## src/rtl/collision_scanner.sv

```systemverilog
// rtl/collision_scanner.sv - per-frame time-multiplexed player/vehicle collision and progress checker
// Scans one vehicle slot per cycle after each frame tick, then resolves lives, grace, level and terminal state.
module collision_scanner #(
    parameter int NUM_CARS     = 12,
    parameter int X_W          = 8,
    parameter int Y_W          = 7,
    parameter int LEN_W        = 5,
    parameter int CAR_H        = 5,
    parameter int HUMAN_W      = 2,
    parameter int HUMAN_H      = 2,
    parameter int LIVES        = 3,
    parameter int GRACE_FRAMES = 60,
    parameter int LEVELS       = 2,
    parameter int GOAL_X       = 133,
    parameter int GOAL_Y_EVEN  = 102,
    parameter int GOAL_Y_ODD   = 21,
    localparam int IDX_W = (NUM_CARS > 1) ? $clog2(NUM_CARS) : 1,
    localparam int LIV_W = $clog2(LIVES + 1),
    localparam int LVL_W = (LEVELS > 1) ? $clog2(LEVELS) : 1,
    localparam int GR_W  = (GRACE_FRAMES > 0) ? $clog2(GRACE_FRAMES + 1) : 1
) (
    input  logic                      clock,
    input  logic                      reset,
    input  logic                      enable,
    input  logic                      frame_tick,
    input  logic [X_W-1:0]            human_x,
    input  logic [Y_W-1:0]            human_y,
    input  logic [NUM_CARS*X_W-1:0]   car_x,
    input  logic [NUM_CARS*Y_W-1:0]   car_y,
    input  logic [NUM_CARS*LEN_W-1:0] car_len,
    input  logic [NUM_CARS-1:0]       car_active,
    output logic                      crushed,
    output logic [IDX_W-1:0]          hit_index,
    output logic [LIV_W-1:0]          lives,
    output logic [LVL_W-1:0]          level,
    output logic                      level_up,
    output logic                      game_over,
    output logic                      endgame,
    output logic                      busy,
    output logic                      overrun
);
    typedef enum logic [1:0] {S_IDLE, S_SNAP, S_SCAN, S_RESOLVE} state_t;

    state_t           r_state;
    logic [X_W-1:0]   r_hx;
    logic [Y_W-1:0]   r_hy;
    logic [IDX_W-1:0] r_idx;
    logic             r_hit;
    logic [IDX_W-1:0] r_first_idx;
    logic [GR_W-1:0]  r_grace;
    logic             r_crushed;
    logic [IDX_W-1:0] r_hit_index;
    logic [LIV_W-1:0] r_lives;
    logic [LVL_W-1:0] r_level;
    logic             r_level_up;
    logic             r_game_over;
    logic             r_endgame;
    logic             r_overrun;

    logic [X_W-1:0]   w_cx;
    logic [Y_W-1:0]   w_cy;
    logic [LEN_W-1:0] w_len;
    logic             w_act;
    logic [X_W:0]     w_cx_end;
    logic [X_W:0]     w_hx_end;
    logic [Y_W:0]     w_cy_end;
    logic [Y_W:0]     w_hy_end;
    logic             w_hit;
    logic [Y_W-1:0]   w_goal_y;
    logic             w_at_goal;

    always_comb begin
        w_cx  = '0;
        w_cy  = '0;
        w_len = '0;
        w_act = 1'b0;
        for (int i = 0; i < NUM_CARS; i++) begin
            if (r_idx == IDX_W'(i)) begin
                w_cx  = car_x[i*X_W +: X_W];
                w_cy  = car_y[i*Y_W +: Y_W];
                w_len = car_len[i*LEN_W +: LEN_W];
                w_act = car_active[i];
            end
        end
    end

    // One extra bit on every far edge so boxes near the screen limit do not wrap.
    assign w_cx_end = (X_W+1)'(w_cx) + (X_W+1)'(w_len);
    assign w_hx_end = (X_W+1)'(r_hx) + (X_W+1)'(HUMAN_W);
    assign w_cy_end = (Y_W+1)'(w_cy) + (Y_W+1)'(CAR_H);
    assign w_hy_end = (Y_W+1)'(r_hy) + (Y_W+1)'(HUMAN_H);
    assign w_hit = w_act && (w_len != '0)
                && ((X_W+1)'(r_hx) < w_cx_end) && ((X_W+1)'(w_cx) < w_hx_end)
                && ((Y_W+1)'(r_hy) < w_cy_end) && ((Y_W+1)'(w_cy) < w_hy_end);

    assign w_goal_y  = r_level[0] ? Y_W'(GOAL_Y_ODD) : Y_W'(GOAL_Y_EVEN);
    assign w_at_goal = (r_hx == X_W'(GOAL_X)) && (r_hy == w_goal_y);

    always_ff @(posedge clock) begin
        if (reset) begin
            r_state     <= S_IDLE;
            r_hx        <= '0;
            r_hy        <= '0;
            r_idx       <= '0;
            r_hit       <= 1'b0;
            r_first_idx <= '0;
            r_grace     <= '0;
            r_crushed   <= 1'b0;
            r_hit_index <= '0;
            r_lives     <= LIV_W'(LIVES);
            r_level     <= '0;
            r_level_up  <= 1'b0;
            r_game_over <= 1'b0;
            r_endgame   <= 1'b0;
            r_overrun   <= 1'b0;
        end else begin
            r_crushed  <= 1'b0;
            r_level_up <= 1'b0;
            if (frame_tick && r_grace != '0)
                r_grace <= r_grace - GR_W'(1);
            if (frame_tick && r_state != S_IDLE)
                r_overrun <= 1'b1;
            case (r_state)
                S_IDLE: begin
                    if (frame_tick && enable && !r_game_over && !r_endgame)
                        r_state <= S_SNAP;
                end
                S_SNAP: begin
                    r_hx    <= human_x;
                    r_hy    <= human_y;
                    r_hit   <= 1'b0;
                    r_idx   <= '0;
                    r_state <= S_SCAN;
                end
                S_SCAN: begin
                    if (w_hit && !r_hit) begin
                        r_hit       <= 1'b1;
                        r_first_idx <= r_idx;
                    end
                    if (r_idx == IDX_W'(NUM_CARS - 1))
                        r_state <= S_RESOLVE;
                    else
                        r_idx <= r_idx + IDX_W'(1);
                end
                S_RESOLVE: begin
                    // The grace reload overrides a same-cycle tick decrement.
                    if (r_hit) begin
                        if (r_grace == '0) begin
                            r_lives     <= r_lives - LIV_W'(1);
                            r_crushed   <= 1'b1;
                            r_hit_index <= r_first_idx;
                            r_grace     <= GR_W'(GRACE_FRAMES);
                            if (r_lives == LIV_W'(1))
                                r_game_over <= 1'b1;
                        end
                    end else if (w_at_goal) begin
                        if (r_level != LVL_W'(LEVELS - 1)) begin
                            r_level    <= r_level + LVL_W'(1);
                            r_level_up <= 1'b1;
                        end else begin
                            r_endgame <= 1'b1;
                        end
                    end
                    r_state <= S_IDLE;
                end
                default: r_state <= S_IDLE;
            endcase
        end
    end

    assign crushed   = r_crushed;
    assign hit_index = r_hit_index;
    assign lives     = r_lives;
    assign level     = r_level;
    assign level_up  = r_level_up;
    assign game_over = r_game_over;
    assign endgame   = r_endgame;
    assign busy      = (r_state != S_IDLE);
    assign overrun   = r_overrun;
endmodule

```

## config.mk

```make
export PLATFORM = sky130hd
export DESIGN_NAME = collision_scanner
export DESIGN_NICKNAME = d
export VERILOG_FILES = /design/src/rtl/collision_scanner.sv
export SDC_FILE = /design/constraint.sdc
export NUM_CORES = 1
export LEC_CHECK = 0
export BUFFER_PORTS_ARGS = -buffer_cell sky130_fd_sc_hd__buf_2
export CELL_PAD_IN_SITES_DETAIL_PLACEMENT = 1
export CELL_PAD_IN_SITES_GLOBAL_PLACEMENT = 2
export CORE_ASPECT_RATIO = 0.8
export CORE_MARGIN = 8
export CORE_UTILIZATION = 26
export CTS_BUF_LIST = sky130_fd_sc_hd__clkbuf_4
export DETAILED_ROUTE_END_ITERATION = 8
export HOLD_SLACK_MARGIN = 0.02
export PLACE_DENSITY_LB_ADDON = 0.08
export REMOVE_ABC_BUFFERS = 1
export SYNTH_ARGS = -nofsm -noshare
export SYNTH_HDL_FRONTEND = slang
export SYNTH_SLANG_ARGS = --single-unit
```

## constraint.sdc

```tcl
create_clock -name clock -period 9.2 [get_ports clock]
set_clock_uncertainty 0.1 [all_clocks]
set_input_delay 0.92 -clock clock [delete_from_list [all_inputs] [get_ports clock]]
set_output_delay 0.92 -clock clock [all_outputs]
set_load 0.02 [all_outputs]
```

==> results of run 1 <==
## worst paths after layout
path / start / endpoint / cells past startpoint
max reg2reg: r_idx[0] / r_first_idx[2] / 26
max: r_idx[0] / r_first_idx[2] / 26
min reg2reg: r_first_idx[0] / hit_index[0] / 2
min: r_first_idx[0] / hit_index[0] / 2
## per-layer routing
| layer | vias to the layer above | GRT usage (%) | wire [um] |
|---|---|---|---|
| met2 | 252 | 36.3 | 13800 |
| met1 | 3343 | 29.0 | 13900 |
| li1 | 3329 | - | - |
| met4 | 2 | 4.03 | 292 |
| met5 | - | 0 | 12 |
| met3 | 23 | 3.63 | 1790 |
## power by group
part	switching, mW	total [mW]	internal, mW
Sequential	0.0512	0.274	0.223
Clock	0.0768	0.135	0.0581
Combinational	0.487	0.876	0.389
## tightest hold or removal path, stage by stage (launching register included)
cell	delay, ns
sky130_fd_sc_hd__dfxtp_1	0.35
sky130_fd_sc_hd__nand2_1	0.05
sky130_fd_sc_hd__a21oi_1	0.05
## flip-flops by register name, indices dropped and copies added, names as in the netlist
register / cells
crushed: 1
endgame: 1
game_over: 1
hit_index: 4
level: 1
level_up: 1
lives: 2
overrun: 1
r_first_idx: 4
r_grace: 6
r_hit: 1
r_hx: 8
r_hy: 7
r_idx: 4
r_state: 2
## cell usage in the layout, fill, tap and decap left out, types with 9 or more instances in the layout
master | netlist | routed
sky130_fd_sc_hd__xor2_1 | 14 | 14
sky130_fd_sc_hd__nand2_1 | 49 | 49
sky130_fd_sc_hd__a211oi_1 | 16 | 16
sky130_fd_sc_hd__o22ai_1 | 20 | 20
sky130_fd_sc_hd__a21o_1 | 11 | 11
sky130_fd_sc_hd__nor2_1 | 56 | 56
sky130_fd_sc_hd__nand2b_1 | 24 | 24
sky130_fd_sc_hd__buf_2 | 23 | 283
sky130_fd_sc_hd__nor3_1 | 10 | 10
sky130_fd_sc_hd__nand3_1 | 17 | 17
sky130_fd_sc_hd__a21oi_1 | 63 | 63
sky130_fd_sc_hd__ha_1 | 45 | 42
sky130_fd_sc_hd__o21ai_0 | 56 | 56
sky130_fd_sc_hd__a221oi_1 | 22 | 22
sky130_fd_sc_hd__buf_4 | 6 | 9
sky130_fd_sc_hd__inv_1 | 32 | 32
sky130_fd_sc_hd__a22oi_1 | 11 | 11
sky130_fd_sc_hd__dfxtp_1 | 44 | 44
sky130_fd_sc_hd__xnor2_1 | 12 | 12
sky130_fd_sc_hd__mux2i_1 | 19 | 19
sky130_fd_sc_hd__a221o_1 | 20 | 20
sky130_fd_sc_hd__a31oi_1 | 13 | 13
## through the flow
step / worst slack [ns] / instance area, sq um / std cells / hold WS, ns / util (%)
after floorplan: 3.54 / 5230 / 688 / 0.326 / -
after global placement: 3.31 / 7060 / 1249 / 0.345 / 33.9
after detailed placement: 3.13 / 7060 / 1249 / 0.349 / 33.9
after CTS: 3.07 / 7140 / 1257 / 0.368 / 34.3
after global routing: 2.61 / 7160 / 1263 / 0.357 / 34.4
final: 3.05 / 7160 / 1264 / 0.355 / 34.4
## cell type report
class	count	area (sq um)	share of cell area, %
diodes	7	17.5	0.245
clock buffers	5	37.5	0.524
clock inverters	3	46.3	0.646
inverters	33	124	1.73
multi-input cells	611	4240	59.1
flip-flops and latches	44	881	12.3
well taps	269	337	4.70
repair buffers	292	1480	20.7
## cells by family (layout without fill, tap and decap cells)
logic type / after synthesis / count (layout) / share of synthesized area, %
other cells: 0 / 7 / 0
xor+xnor: 26 / 26 / 4.11
buf+inv: 94 / 333 / 7.84
flops: 44 / 44 / 15.9
fa+ha+maj: 46 / 46 / 10.5
compound gates: 310 / 310 / 39.0
mux: 19 / 19 / 3.43
simple gates: 210 / 210 / 19.1
==> impl_metrics.toml, run 1 <==
[clock_tree]
clock_tree.htree_level_count = 2
cts_inserted_buffers = 5
worst_path_clk_slew_ns = 0.16
cts_buffer_depth = 2
cts_tree = "done"
cts.repair_timing.setup_buffer_count = 0
clock_sinks = 44
clk-insertion-delay-late_ns = 0.40
holdBufCountCts = 0
post_cts.resized_instances = 0
clock-root-buffer = "sky130_fd_sc_hd__clkbuf_4"

[synthesis]
ys_types = 75
count_of_state_elements_after_synthesis = 44
ys_top_cells_by_count = "sky130_fd_sc_hd__a21oi_1, sky130_fd_sc_hd__nor2_1, sky130_fd_sc_hd__o21ai_0, sky130_fd_sc_hd__nand2_1, sky130_fd_sc_hd__ha_1"
synthCells = 749
synth_area_leaders = "sky130_fd_sc_hd__dfxtp_1, sky130_fd_sc_hd__ha_1, sky130_fd_sc_hd__a21oi_1"
synth_most_common_cell = "sky130_fd_sc_hd__a21oi_1"
synth.cell_area_sq_um = 5540
synth_sequential_area_ratio_pct = 15.9
avgSynthCellArea_sq_um = 7.39
synth_largest_area_cell = "sky130_fd_sc_hd__dfxtp_1"
warning_count_from_the_yosys_run = 0
proportion_of_synthesized_flip_flops_having_asynchronous_set_or_reset_pct = 0
synth-edff-count = 0
synthDominantCellAreaShare_pct = 15.9
yosys_most_used_dff = "sky130_fd_sc_hd__dfxtp_1"

[setup_path]
number_of_buffer_and_inverter_instances_along_the_worst_setup_path = 5
worstPathMaxFanout = 35
worst-endpoint-arrival_ns = 6.37
startpoint_types = "flip-flop"
critPathTopFamily = "compound AO/OA/AOI/OAI gates"
slowest_delay_ns = 0.78
crit_slowest_cell = "sky130_fd_sc_hd__nor2b_4"
worst_reg_to_reg_setup_slack_ns = 3.05
crit_type = "reg -> reg"
critical_path_required_ns = 9.42
end_kind = "flip-flop"

[grt]
globalRouteOverflowTotal = 0
via_count_of_the_first_global_routing_pass = 7402
antenna_found_initial = 7
grt_max_degree = 76
grt_use_total_pct = 21.8
global_route_wire_length_before_repair_um = 44600

[timing]
timing_hold_violations_final = 0
fmaxAchievable_mhz = 163
unrepaired_setup_endpoints_after_global_routing = "false"
worst_slew_slack_as_a_fraction_of_its_limit_pct = 23.5
final.setup.tns_ns = 0
timing.final.max_slew_violations = 0
measured_slew_at_the_worst_slew_check_pin_ns = 1.14
final.period_utilization_pct = 66.8
timing.final.setup_violations = 0
period_minus_slack_ns = 6.15

[floorplanning]
placementRows = 47
die_height_um = 147
die-area_sq_um = 26300
placeable_core_region_sq_um = 20800
floorplan.die.width_um = 179
floorplan.initialDensity_pct = 26.6
pin_count = 284

[route]
detail_route.iter0.violations = 389
route.detailed.vias_per_inst = 5.50
dr_total_vias = 6949
detail_route.first_pass.iterations = 5
drcViolationCount = 0
detail_route.wl_per_cell_um = 23.6
detail-route-antenna-nets = 0
drt-total-wl_um = 29800

[power]
power.density_nw_per_um2 = 179
p_leak_nw = 3.14
totalPowerFinal_mw = 1.29
worst_vdd_rail_ir_drop_mv = 0.0688

[flow_run]
drv_cap = 0

[place]
dpl.hpwl_um = 23700
globalplace.congestion = 0.823
placement.io_buffers = 283

[cells_and_area]
fin_nets = 1304
final_layout_size_suffix_gt1_share_pct = 32.8
area.growth.synth_to_final_pct = 29.3
num-fill-cells = 2700

[worst_hold_path]
holdCritPathClass = "reg -> reg"

[run_status]
run_status = "finished clean"
Power figures use the tool's default switching activity.
==> inputs of run 2 (changes only) <==
--- a/config.mk
+++ b/config.mk
@@ -10,7 +10,7 @@
 export CELL_PAD_IN_SITES_GLOBAL_PLACEMENT = 2
 export CORE_ASPECT_RATIO = 0.8
 export CORE_MARGIN = 8
-export CORE_UTILIZATION = 26
+export CORE_UTILIZATION = 22
 export CTS_BUF_LIST = sky130_fd_sc_hd__clkbuf_4
 export DETAILED_ROUTE_END_ITERATION = 8
 export HOLD_SLACK_MARGIN = 0.02
==> constraint.sdc (replaced) <==
create_clock -name clock -period 5.55 [get_ports clock]
set_clock_uncertainty 0.1 [all_clocks]
set_input_delay 0.555 -clock clock [delete_from_list [all_inputs] [get_ports clock]]
set_output_delay 0.555 -clock clock [all_outputs]
set_load 0.02 [all_outputs]
==> impl_metrics.toml, run 2 (synthesis results as in run 1) <==
[run_status]
run_status = "finished clean"

[worst_hold_path]
holdCritPathClass = "in -> reg"

[setup_path]
end_kind = "flip-flop"
slowest_delay_ns = 0.43
path_common_cell = "sky130_fd_sc_hd__inv_1"
worstPathMaxFanout = 17
startpoint_types = "flip-flop"
worst-endpoint-arrival_ns = 5.36
crit_type = "reg -> reg"
critical_path_required_ns = 5.76
crit_slowest_cell = "sky130_fd_sc_hd__ha_2"

[route]
detail_route.first_pass.iterations = 4
drt-total-wl_um = 32000
detail_route.wl_per_cell_um = 23.6
drcViolationCount = 0
detail_route.iter0.violations = 317
dr_total_vias = 7013
detail-route-antenna-nets = 0
route.detailed.vias_per_inst = 5.16

[grt]
grt_max_degree = 49
global_route_wire_length_before_repair_um = 47900
grt_use_total_pct = 20.2
globalRouteOverflowTotal = 0
antenna_found_initial = 10
via_count_of_the_first_global_routing_pass = 7683

[flow_run]
drv_cap = 0

[clock_tree]
clock_tree.htree_level_count = 2
cts_buffer_depth = 2
cts_tree = "done"
cts_inserted_buffers = 5
worst_path_clk_slew_ns = 0.15
clk-insertion-delay-late_ns = 0.38
clock-root-buffer = "sky130_fd_sc_hd__clkbuf_4"
clock_sinks = 44

[cells_and_area]
registers_with_the_most_flip_flops = "r_hx: 8 flops, r_hy: 7 flops, r_grace: 6 flops"
multi_input_comb_area_sq_um = 4260
final_core_utilization_pct = 30.2
area.growth.synth_to_final_pct = 36.4
number_of_flip_flops_in_the_largest_register = 8
final_layout_size_suffix_gt1_share_pct = 35.4
registers.top_by_ff_count = "r_hx"
final_common_cell = "sky130_fd_sc_hd__buf_2"
fin_nets = 1340
regArea_sq_um = 882
num-fill-cells = 3138
final_cell_mix = "sky130_fd_sc_hd__buf_2, sky130_fd_sc_hd__a21oi_1, sky130_fd_sc_hd__nor2_1"

[timing]
fmaxAchievable_mhz = 194
measured_slew_at_the_worst_slew_check_pin_ns = 1.03
worst_slew_slack_as_a_fraction_of_its_limit_pct = 31.2
period_minus_slack_ns = 5.15
final.period_utilization_pct = 92.9
unrepaired_setup_endpoints_after_global_routing = "false"
timing.final.setup_violations = 0
timing.final.max_slew_violations = 0
timing_hold_violations_final = 0

[floorplanning]
die-area_sq_um = 30500
floorplan.initialDensity_pct = 22.1
pin_count = 284
die_height_um = 158
placeable_core_region_sq_um = 25000
placementRows = 52
floorplan.die.width_um = 193

[power]
power.share.clock_pct = 9.7
share_comb_of_total_power_pct = 69.8
p_seq_share_pct = 20.4
p_leak_nw = 3.34
totalPowerFinal_mw = 2.20
netSwitchingPower_mw = 1.04
power.density_nw_per_um2 = 291
worst_vdd_rail_ir_drop_mv = 0.115
p_int_mw = 1.16
switching_share_pct = 47.3

[place]
placement.io_buffers = 283
globalplace.congestion = 0.828
dpl.hpwl_um = 26300
## run 2: changes by cell type in the layout (fill, tap and decap cells not counted), sizes merged
cell and change:
diode +3, inv -1, clkinv +2, clkinvlp -1, buf +35, nor2b +1
## run 2: final cells by class
class | count | area share (%)
diodes | 10 | 0.331
clock buffers | 5 | 0.497
clock inverters | 3 | 0.563
inverters | 33 | 1.64
multi-input cells | 612 | 56.4
flip-flops and latches | 44 | 11.7
well taps | 324 | 5.37
repair buffers | 327 | 23.5
## run 2: layer usage
layer	vias to the layer above	track usage (%)	share of wire, %
li1	3413	-	-
met1	3396	27.4	49
met2	182	33.4	46
met3	22	3.12	3.9
met4	0	4.39	1.1
met5	-	0	0
## run 2: worst max-delay path, delay by kind of cell (launching register included)
kind	cells	cell delay, ns
AO/OA/AOI/OAI	11	1.76
buffers and inverters	5	0.59
adder cells (fa/ha/maj)	4	1.38
multiplexers	1	0.20
AND/OR/NAND/NOR	3	0.49
flip-flops	1	0.40
XOR/XNOR	1	0.16
## run 2: final timing paths
path	from	end	slack, ns	cells after the start
max reg2reg	r_idx[0]	r_first_idx[2]	0.40	25
min reg2reg	hit_index[3]	hit_index[3]	0.37	2
min	human_x[5]	r_hx[5]	0.30	3
max	r_idx[0]	r_first_idx[2]	0.40	25
## run 2: power by group through the flow
stage | clock, mW | combinational [mW] | sequential, mW
2_1_floorplan | 0 | 1.01 | 0.432
3_3_place_gp | 0 | 1.51 | 0.459
3_5_place_dp | 0 | 1.52 | 0.457
4_1_cts | 0.227 | 1.53 | 0.450
5_1_grt | 0.243 | 1.73 | 0.462
6_report | 0.214 | 1.53 | 0.448
## run 2: repair_timing
| item | CTS | global route |
|---|---|---|
| setup endpoints to repair | 0 | 5 |
| hold buffers | 0 | 0 |
| setup buffers | 0 | 1 |
| gates resized for setup | 0 | 7 |
## run 2: stage by stage
step           hold WS, ns  instance area [sq um]  worst slack [ns]  std cells  setup TNS [ns]
2_1_floorplan        0.326                   5230            -0.105        688          -0.478
3_3_place_gp         0.350                   7410             0.310       1338               0
3_5_place_dp         0.351                   7410            0.0912       1338               0
4_1_cts              0.277                   7490            0.0476       1346               0
5_1_grt              0.305                   7550           0.00395       1358               0
6_report             0.302                   7550             0.395       1358               0
